### src/rtl/imem_pkg.sv
// rtl/imem_pkg.sv - shared constants, state type and error codes for the instruction memory loader
package imem_pkg;

    localparam int MEM_BYTES = 128;
    localparam int IMEM_AW   = 7;

    typedef enum logic [2:0] {
        S_IDLE = 3'd0,
        S_LEN  = 3'd1,
        S_DATA = 3'd2,
        S_CSUM = 3'd3,
        S_DONE = 3'd4,
        S_ERR  = 3'd5
    } loader_state_t;

    // Reserved for a future status register; the loader currently only exposes err.
    localparam logic [1:0] ERR_NONE = 2'd0;
    localparam logic [1:0] ERR_LEN  = 2'd1;
    localparam logic [1:0] ERR_CSUM = 2'd2;

endpackage

### src/rtl/imem_loader.sv
// rtl/imem_loader.sv - length-prefixed byte stream to instruction memory writer (optional IMEM_LOADER_CSUM_EN)
module imem_loader
    import imem_pkg::*;
#(
    parameter int MEM_BYTES = imem_pkg::MEM_BYTES
) (
    input  logic               clk,
    input  logic               rst_n,
    input  logic               start,
    input  logic [7:0]         in_data,
    input  logic               in_valid,
    output logic               in_ready,
    output logic [IMEM_AW-1:0] w_addr_imem,
    output logic [7:0]         w_data_imem,
    output logic               w_en_imem,
    output logic               busy,
    output logic               done,
    output logic               err,
    output logic               core_rst_n
);

    localparam int         AW      = $clog2(MEM_BYTES);
    localparam logic [8:0] MAX_LEN = 9'(MEM_BYTES);

    loader_state_t      state_q, state_d;
    logic [7:0]         cnt_q, cnt_d;
    logic [7:0]         len_q, len_d;
    logic               w_en_q, w_en_d;
    logic [IMEM_AW-1:0] w_addr_q, w_addr_d;
    logic [7:0]         w_data_q, w_data_d;
    logic               released_q, released_d;
    logic               core_rst_n_q, core_rst_n_d;
`ifdef IMEM_LOADER_CSUM_EN
    logic [7:0]         sum_q, sum_d;
`endif

    logic accept;
    logic busy_c;

    assign busy_c   = (state_q == S_LEN) || (state_q == S_DATA) || (state_q == S_CSUM);
    assign in_ready = busy_c;
    assign accept   = in_valid && busy_c;

    // Next-state, write-port and core-reset computation
    always_comb begin
        state_d    = state_q;
        cnt_d      = cnt_q;
        len_d      = len_q;
        w_en_d     = 1'b0;
        w_addr_d   = w_addr_q;
        w_data_d   = w_data_q;
`ifdef IMEM_LOADER_CSUM_EN
        sum_d      = sum_q;
`endif
        // The core stays held until a load has completed cleanly at least once.
        released_d   = released_q || (state_q == S_DONE);
        core_rst_n_d = !busy_c && (released_q || (state_q == S_DONE));

        case (state_q)
            S_IDLE, S_DONE, S_ERR: begin
                if (start) begin
                    state_d = S_LEN;
                    cnt_d   = 8'd0;
`ifdef IMEM_LOADER_CSUM_EN
                    sum_d   = 8'd0;
`endif
                end
            end
            S_LEN: begin
                if (accept) begin
                    if ((in_data == 8'd0) || ({1'b0, in_data} > MAX_LEN)) begin
                        state_d = S_ERR;
                    end else begin
                        len_d   = in_data;
                        state_d = S_DATA;
                    end
                end
            end
            S_DATA: begin
                if (accept) begin
                    w_en_d   = 1'b1;
                    w_addr_d = cnt_q[AW-1:0];
                    w_data_d = in_data;
                    cnt_d    = cnt_q + 8'd1;
`ifdef IMEM_LOADER_CSUM_EN
                    sum_d    = sum_q + in_data;
                    if (cnt_q + 8'd1 == len_q) state_d = S_CSUM;
`else
                    if (cnt_q + 8'd1 == len_q) state_d = S_DONE;
`endif
                end
            end
`ifdef IMEM_LOADER_CSUM_EN
            S_CSUM: begin
                if (accept) begin
                    state_d = (in_data == sum_q) ? S_DONE : S_ERR;
                end
            end
`endif
            default: state_d = S_IDLE;
        endcase
    end

    // State and output registers; reset abandons any session and holds the core
    always_ff @(posedge clk or negedge rst_n) begin
        if (!rst_n) begin
            state_q      <= S_IDLE;
            cnt_q        <= 8'd0;
            len_q        <= 8'd0;
            w_en_q       <= 1'b0;
            w_addr_q     <= '0;
            w_data_q     <= 8'd0;
            released_q   <= 1'b0;
            core_rst_n_q <= 1'b0;
`ifdef IMEM_LOADER_CSUM_EN
            sum_q        <= 8'd0;
`endif
        end else begin
            state_q      <= state_d;
            cnt_q        <= cnt_d;
            len_q        <= len_d;
            w_en_q       <= w_en_d;
            w_addr_q     <= w_addr_d;
            w_data_q     <= w_data_d;
            released_q   <= released_d;
            core_rst_n_q <= core_rst_n_d;
`ifdef IMEM_LOADER_CSUM_EN
            sum_q        <= sum_d;
`endif
        end
    end

    assign w_en_imem   = w_en_q;
    assign w_addr_imem = w_addr_q;
    assign w_data_imem = w_data_q;
    assign busy        = busy_c;
    assign done        = (state_q == S_DONE);
    assign err         = (state_q == S_ERR);
    assign core_rst_n  = core_rst_n_q;

endmodule

### config.mk
export PLATFORM = sky130hd
export DESIGN_NAME = imem_loader
export DESIGN_NICKNAME = d
export VERILOG_FILES = /design/src/rtl/imem_pkg.sv /design/src/rtl/imem_loader.sv
export SDC_FILE = /design/constraint.sdc
export NUM_CORES = 1
export LEC_CHECK = 0
export CAP_MARGIN = 15
export CORE_MARGIN = 2
export CORE_UTILIZATION = 40
export CTS_CLUSTER_DIAMETER = 120
export DETAILED_ROUTE_END_ITERATION = 7
export GPL_ROUTABILITY_DRIVEN = 0
export GPL_TIMING_DRIVEN = 0
export MAX_ROUTING_LAYER = met4
export PLACE_DENSITY = 0.73
export SLEW_MARGIN = 20
export SYNTH_ARGS = -nofsm -noshare
export SYNTH_HDL_FRONTEND = slang
export SYNTH_SLANG_ARGS = --single-unit
### constraint.sdc
create_clock -name clk -period 1.4 [get_ports clk]
set_input_delay 0.14 -clock clk [delete_from_list [all_inputs] [get_ports clk]]
set_output_delay 0.14 -clock clk [all_outputs]
set_load 0.01 [all_outputs]
==> results of run 1 <==
[through the flow]
step | instances | TNS (ps) | util, %
6_report | 299 | -1640 | 62.6
5_1_grt | 299 | -2600 | 62.6
4_1_cts | 294 | -2170 | 60.3
3_5_place_dp | 268 | -19790 | 51.2
3_3_place_gp | 267 | -42810 | 50.6
2_1_floorplan | 183 | -2410 | -
[sequential cells by signal (all words and copies together) (netlist names)]
| signal | cells |
|---|---|
| w_data_imem | 8 |
| cnt_q | 8 |
| state_q | 3 |
| core_rst_n | 1 |
| released_q | 1 |
| w_addr_imem | 7 |
| w_en_imem | 1 |
| len_q | 8 |
[worst min-delay path, delay by kind of cell]
family / cells / cell delay, ps
buffers and inverters: 1 / 80
and+or+nand+nor: 2 / 90
[power groups by stage]
stage / logic, mW / registers (mW) / clock network [mW]
after global placement: 1.40 / 1.61 / 0
after floorplan: 0.819 / 1.63 / 0
after global routing: 2.28 / 1.68 / 0.808
after detailed placement: 1.44 / 1.61 / 0
after CTS: 1.96 / 1.62 / 0.760
final: 2.12 / 1.63 / 0.743
[routing by layer]
metal  track usage [%]  vias up
li1                  -      737
met1              23.7      737
met2              32.0       52
met3              4.04       13
met4              9.19        0
met5                 -        -
[cell families (layout without fill, tap and decap cells)]
family                   count (synthesis)  in the layout
AND/OR/NAND/NOR                         87             87
XOR/XNOR                                14             14
flip-flops                              37             37
multiplexers                             8              8
adder cells (fa/ha/maj)                  1              1
AO/OA/AOI/OAI                           23             23
buffers and inverters                   13             77
[what timing repair did]
| action | in CTS | in global routing |
|---|---|---|
| pin swaps | 13 | 15 |
| setup buffers | 19 | 5 |
| gates resized for setup | 72 | 33 |
| hold buffers | 1 | 0 |
| endpoints found under the hold margin | 16 | 0 |
| endpoints found under the setup margin | 39 | 31 |
[cells in the final DEF (no fill, tap or decap), types with 2 or more instances in the layout]
| master | count |
|---|---|
| nor2_2 | 7 |
| and3_1 | 2 |
| inv_1 | 3 |
| buf_6 | 8 |
| nand2_1 | 52 |
| xnor2_1 | 8 |
| buf_4 | 22 |
| o31ai_1 | 2 |
| dfrtp_2 | 6 |
| o21ai_1 | 7 |
| nand3_4 | 2 |
| nand3_1 | 5 |
| buf_2 | 4 |
| xnor2_2 | 4 |
| dfrtp_1 | 31 |
| clkbuf_2 | 4 |
| clkbuf_8 | 7 |
| clkdlybuf4s50_1 | 22 |
| mux2_4 | 8 |
| inv_2 | 2 |
| xor2_1 | 2 |
| nor2b_4 | 3 |
| o21ai_2 | 2 |
| nor2_1 | 6 |
[cell type report]
cell class | count | area (um^2) | area share, %
Sequential cell | 37 | 933 | 35.0
Clock buffer | 7 | 86.3 | 3.23
Timing Repair Buffer | 58 | 526 | 19.7
Buffer | 7 | 68.8 | 2.58
Multi-Input combinational cell | 133 | 971 | 36.4
Tap cell | 52 | 65.1 | 2.44
Inverter | 5 | 18.8 | 0.703
[path summary, 6_finish.rpt]
check,startpoint,to,slack [ps],cells past startpoint
setup / recovery,in_data[6],len_q[0],-180,6
setup reg to reg,cnt_q[0],state_q[1],-120,6
hold reg to reg,released_q,released_q,450,2
max in group asynchronous,rst_n,w_data_imem[1],610,3
hold / removal,in_data[5],w_data_imem[5],50,3
min in group asynchronous,rst_n,w_addr_imem[4],330,2
==> results_dict.tcl, run 1 <==
set metrics [dict create \
    pwr-share-comb_pct 47.1 \
    synth_top_flop_cell "dfrtp_1" \
    rsz0062_at_grt "true" \
    holdWs_ps 52.4 \
    final_area_um2 2670 \
    p_total_mw 4.49 \
    min_period_ps 1580 \
    routed_wl_um 4620 \
    wl_met2_um 2390 \
    yosysMostFrequentCell "nand2_1" \
    cap_violations 0 \
    fin_skew_ps 7.10 \
    finalWorstSetupSlack_ps -177 \
    finalCritPeriodShare_pct 113 \
    violations "setup timing" \
    synth_fa_ha_area_share_pct 0.717 \
    vias 1539 \
    leakage_nw 1.25 \
    crit_type "input port to register" \
    numCtsBuffers 5 \
    cts.htree.levels 2 \
    rows 24 \
    ys_ff_latch 37 \
    slowest_stage "or4_4" \
    num-fill-cells 355 \
    cp_top_family "simple AND/OR/NAND/NOR gates" \
    synth.area.top_cells "dfrtp_1, nand2_1, xnor2_1" \
    power_density_nw_per_um2 1680 \
    die_y_um 70.1 \
    cp_cell_sequence "buf_6 > or4_4 > nor4_4 > xnor2_2 > nand3_4 > mux2_4" \
    hpwl_um 2720 \
    relSlewSlack_pct 70.5 \
    drtIter0Drc 76 \
    dieArea_um2 4910 \
    syn_area_per_cell_um2 9.54 \
    wl_met3_um 228 \
    drive_gt1_share_pct 38.5 \
    clock_sinks 37 \
    irDropWorstVdd_mv 0.844 \
    worst_setup_path_end_kind "register" \
    required_ps 1570 \
    yosys.area_share.xor_xnor_pct 7.03 \
    synth.distinct_cells 33 \
    min_path_type "input port to register" \
    drc 0 \
    diodes 0 \
    insertion_delay_ps 290 \
    synth.net_count 196 \
    fin_nets 260 \
    intPower_mw 2.95 \
    clk_path_buf_depth 2 \
    seq_area_frac_synth_pct 53.0 \
    synth_top_family_by_area "simple AND/OR/NAND/NOR gates" \
    setup_viol 13 \
    track_usage_pct 19.7 \
    dp_slack_ps -890 \
    antenna_found_initial 0 \
    path_buf_inv 1 \
    grt_pass1_vias 1562 \
    p_sw_mw 1.55 \
    dr.pass1.iters 4 \
    hold_viol_final 0 \
    top_layer "met4" \
    cts_tree "built" \
    grt_overflow 0 \
    synth_compound_area_share_pct 8.67 \
    avgViaCountPerCell 5.15 \
    synthArstFlopShare_pct 100 \
    cp.arrival_ps 1750 \
    io_pins 33 \
    power.share.clock_pct 16.5 \
    synth_commonest_cells "nand2_1, dfrtp_1, nor2_1" \
    grt_pass1_wl_um 7400 \
    synthSimpleGateAreaFrac_pct 22.4 \
    coreArea_um2 4260 \
    power_frac_seq_pct 36.3 \
    ant_nets 0 \
    clk_pin_slew_ps 60 \
    p_sw_share_pct 34.4 \
    avgRoutedWirePerCell_um 15.4 \
    startpoint_type "input port" \
    start_util_pct 40.9 \
    post_dp_cell_area_um2 2180 \
    tightest_slew_ps 442 \
    syn_to_final_growth_pct 52.9 \
    synth_mux_area_share_pct 5.16 \
    drv_slew 0 \
    yosysWarnings 0 \
    status "complete, but fails checks" \
    fmax_mhz 634 \
    portBuffers 32 \
    synth_top_area_share_pct 53.0 \
    grt_max_degree 22 \
    slowest_delay_ps 540 \
    cts-root-buf "clkbuf_8" \
    wl_met1_um 1880 \
    die_width_um 70.1 \
    synthCells 183 \
    path_max_fanout 8 \
    syn-cell-area_um2 1750 \
    synth_edf_count 0 \
    yosysTopAreaCell "dfrtp_1" \
]
No activity file was read; power rests on OpenSTA's default activity.
==> run 2, diff against run 1 <==
--- a/config.mk
+++ b/config.mk
@@ -5,6 +5,7 @@
 export SDC_FILE = /design/constraint.sdc
 export NUM_CORES = 1
 export LEC_CHECK = 0
+export ABC_CLOCK_PERIOD_IN_PS = 1400
 export CAP_MARGIN = 15
 export CORE_MARGIN = 2
 export CORE_UTILIZATION = 40
@@ -14,7 +15,6 @@
 export GPL_TIMING_DRIVEN = 0
 export MAX_ROUTING_LAYER = met4
 export PLACE_DENSITY = 0.73
-export SLEW_MARGIN = 20
 export SYNTH_ARGS = -nofsm -noshare
 export SYNTH_HDL_FRONTEND = slang
 export SYNTH_SLANG_ARGS = --single-unit
==> results_dict.tcl, run 2 (same netlist as run 1, synthesis figures left out) <==
set metrics [dict create \
    violations "setup timing" \
    fin_nets 258 \
    portBuffers 32 \
    cap_violations 0 \
    irDropWorstVdd_mv 0.932 \
    antenna_found_initial 0 \
    ant_nets 0 \
    required_ps 1580 \
    grtUsageMet3_pct 5.48 \
    numCtsBuffers 5 \
    clk_path_buf_depth 2 \
    num-fill-cells 364 \
    clock_sinks 37 \
    crit_type "input port to register" \
    grt_pass1_vias 1558 \
    start_util_pct 40.9 \
    coreArea_um2 4260 \
    finalCritPeriodShare_pct 112 \
    status "complete, but fails checks" \
    grt_pass1_wl_um 7240 \
    min_period_ps 1570 \
    hpwl_um 2610 \
    rsz0062_at_grt "true" \
    cp.arrival_ps 1740 \
    drc 0 \
    instances_no_fill 298 \
    die_width_um 70.1 \
    cts-root-buf "clkbuf_8" \
    rows 24 \
    grt_overflow 0 \
    insertion_delay_ps 290 \
    startpoint_type "input port" \
    avgRoutedWirePerCell_um 15.3 \
    setup_viol 12 \
    final_common_cell "nand2_1" \
    dr.pass1.iters 4 \
    vias 1542 \
    cts_tree "built" \
    dp.cells 267 \
    leakage_nw 1.23 \
    avgViaCountPerCell 5.17 \
    power_density_nw_per_um2 1690 \
    finalWorstSetupSlack_ps -165 \
    drtIter0Drc 129 \
    fmax_mhz 639 \
    dieArea_um2 4910 \
    die_y_um 70.1 \
    final_cell_mix "nand2_1, dfrtp_1, buf_4, clkdlybuf4s50_1, xnor2_1" \
    tightest_slew_ps 838 \
    drive_gt1_share_pct 36.6 \
    met2_usage_pct 31.4 \
    routed_wl_um 4560 \
    grt-busiest-layer "met2" \
    io_pins 33 \
    grt_max_degree 38 \
    diodes 0 \
    drv_slew 0 \
    dp_slack_ps -894 \
    relSlewSlack_pct 44.1 \
    hold_viol_final 0 \
    track_usage_pct 19.5 \
    min_path_type "input port to register" \
    syn_to_final_growth_pct 48.8 \
    worst_setup_path_end_kind "register" \
    fin_skew_ps 6.87 \
    clk_pin_slew_ps 70 \
    use_met1_pct 22.9 \
    path_max_fanout 8 \
    cts.htree.levels 2 \
]
[run 2: changes by cell type in the layout (fill, tap and decap cells not counted), moves of 2 or more]
cell      before  now
xnor2_2        4    2
xnor2_1        8   10
clkinv_2       0    2
o21ai_2        2    0
[run 2: final timing paths]
check                      startpoint              to  slack [ps]  cells after the start
setup / recovery           in_data[4]        len_q[3]        -170                      6
max in group asynchronous       rst_n        cnt_q[1]         340                      2
hold / removal             in_data[5]  w_data_imem[5]          40                      3
setup reg to reg             cnt_q[3]      state_q[1]        -120                      5
min in group asynchronous       rst_n       w_en_imem         480                      2
hold reg to reg            released_q      released_q         450                      2
[run 2: critical path, stage by stage]
cell and delay, ps:
buf_6 90, or4_4 540, nor4_4 190, xnor2_2 210, nand3_4 230, mux2_4 340
[run 2: final cells by class]
type	instances	area, um^2	area share [%]
Clock buffer	6	72.6	2.79
Inverter	5	21.3	0.819
Timing Repair Buffer	56	503	19.4
Tap cell	52	65.1	2.50
Clock inverter	2	10.0	0.385
Sequential cell	37	933	35.9
Buffer	7	53.8	2.07
Multi-Input combinational cell	133	938	36.1
[run 2: power by group]
part / internal, mW / switching [mW] / leakage, nW
Sequential: 1.38 / 0.229 / 0.470
Clock: 0.345 / 0.376 / 0.0450
Combinational: 1.14 / 0.932 / 0.711
[run 2: repair_timing]
action / CTS / global route
pin swaps: 11 / 13
gates resized for setup: 66 / 33
hold buffers: 1 / 0
buffers inserted: 17 / 6
endpoints found under the setup margin: 39 / 33
endpoints found under the hold margin: 37 / 0
[run 2: stage by stage]
| step | utilization [%] | setup TNS, ps | hold slack (ps) | instance area (um^2) | total power [mW] |
|---|---|---|---|---|---|
| after floorplan | - | -2410 | -156 | 1770 | 2.45 |
| after global placement | 50.6 | -42810 | 429 | 2160 | 3.00 |
| after detailed placement | 50.5 | -19770 | 286 | 2150 | 3.04 |
| after CTS | 58.0 | -2100 | 38.9 | 2470 | 4.18 |
| after global routing | 60.9 | -2440 | 60.5 | 2600 | 4.68 |
| final | 60.9 | -1560 | 43.8 | 2600 | 4.40 |
[run 2: layer usage]
metal | part of all wire, % | vias up
met5 | 0 | -
met4 | 2.1 | 0
met3 | 4.8 | 13
met2 | 51 | 53
met1 | 42 | 748
li1 | - | 728
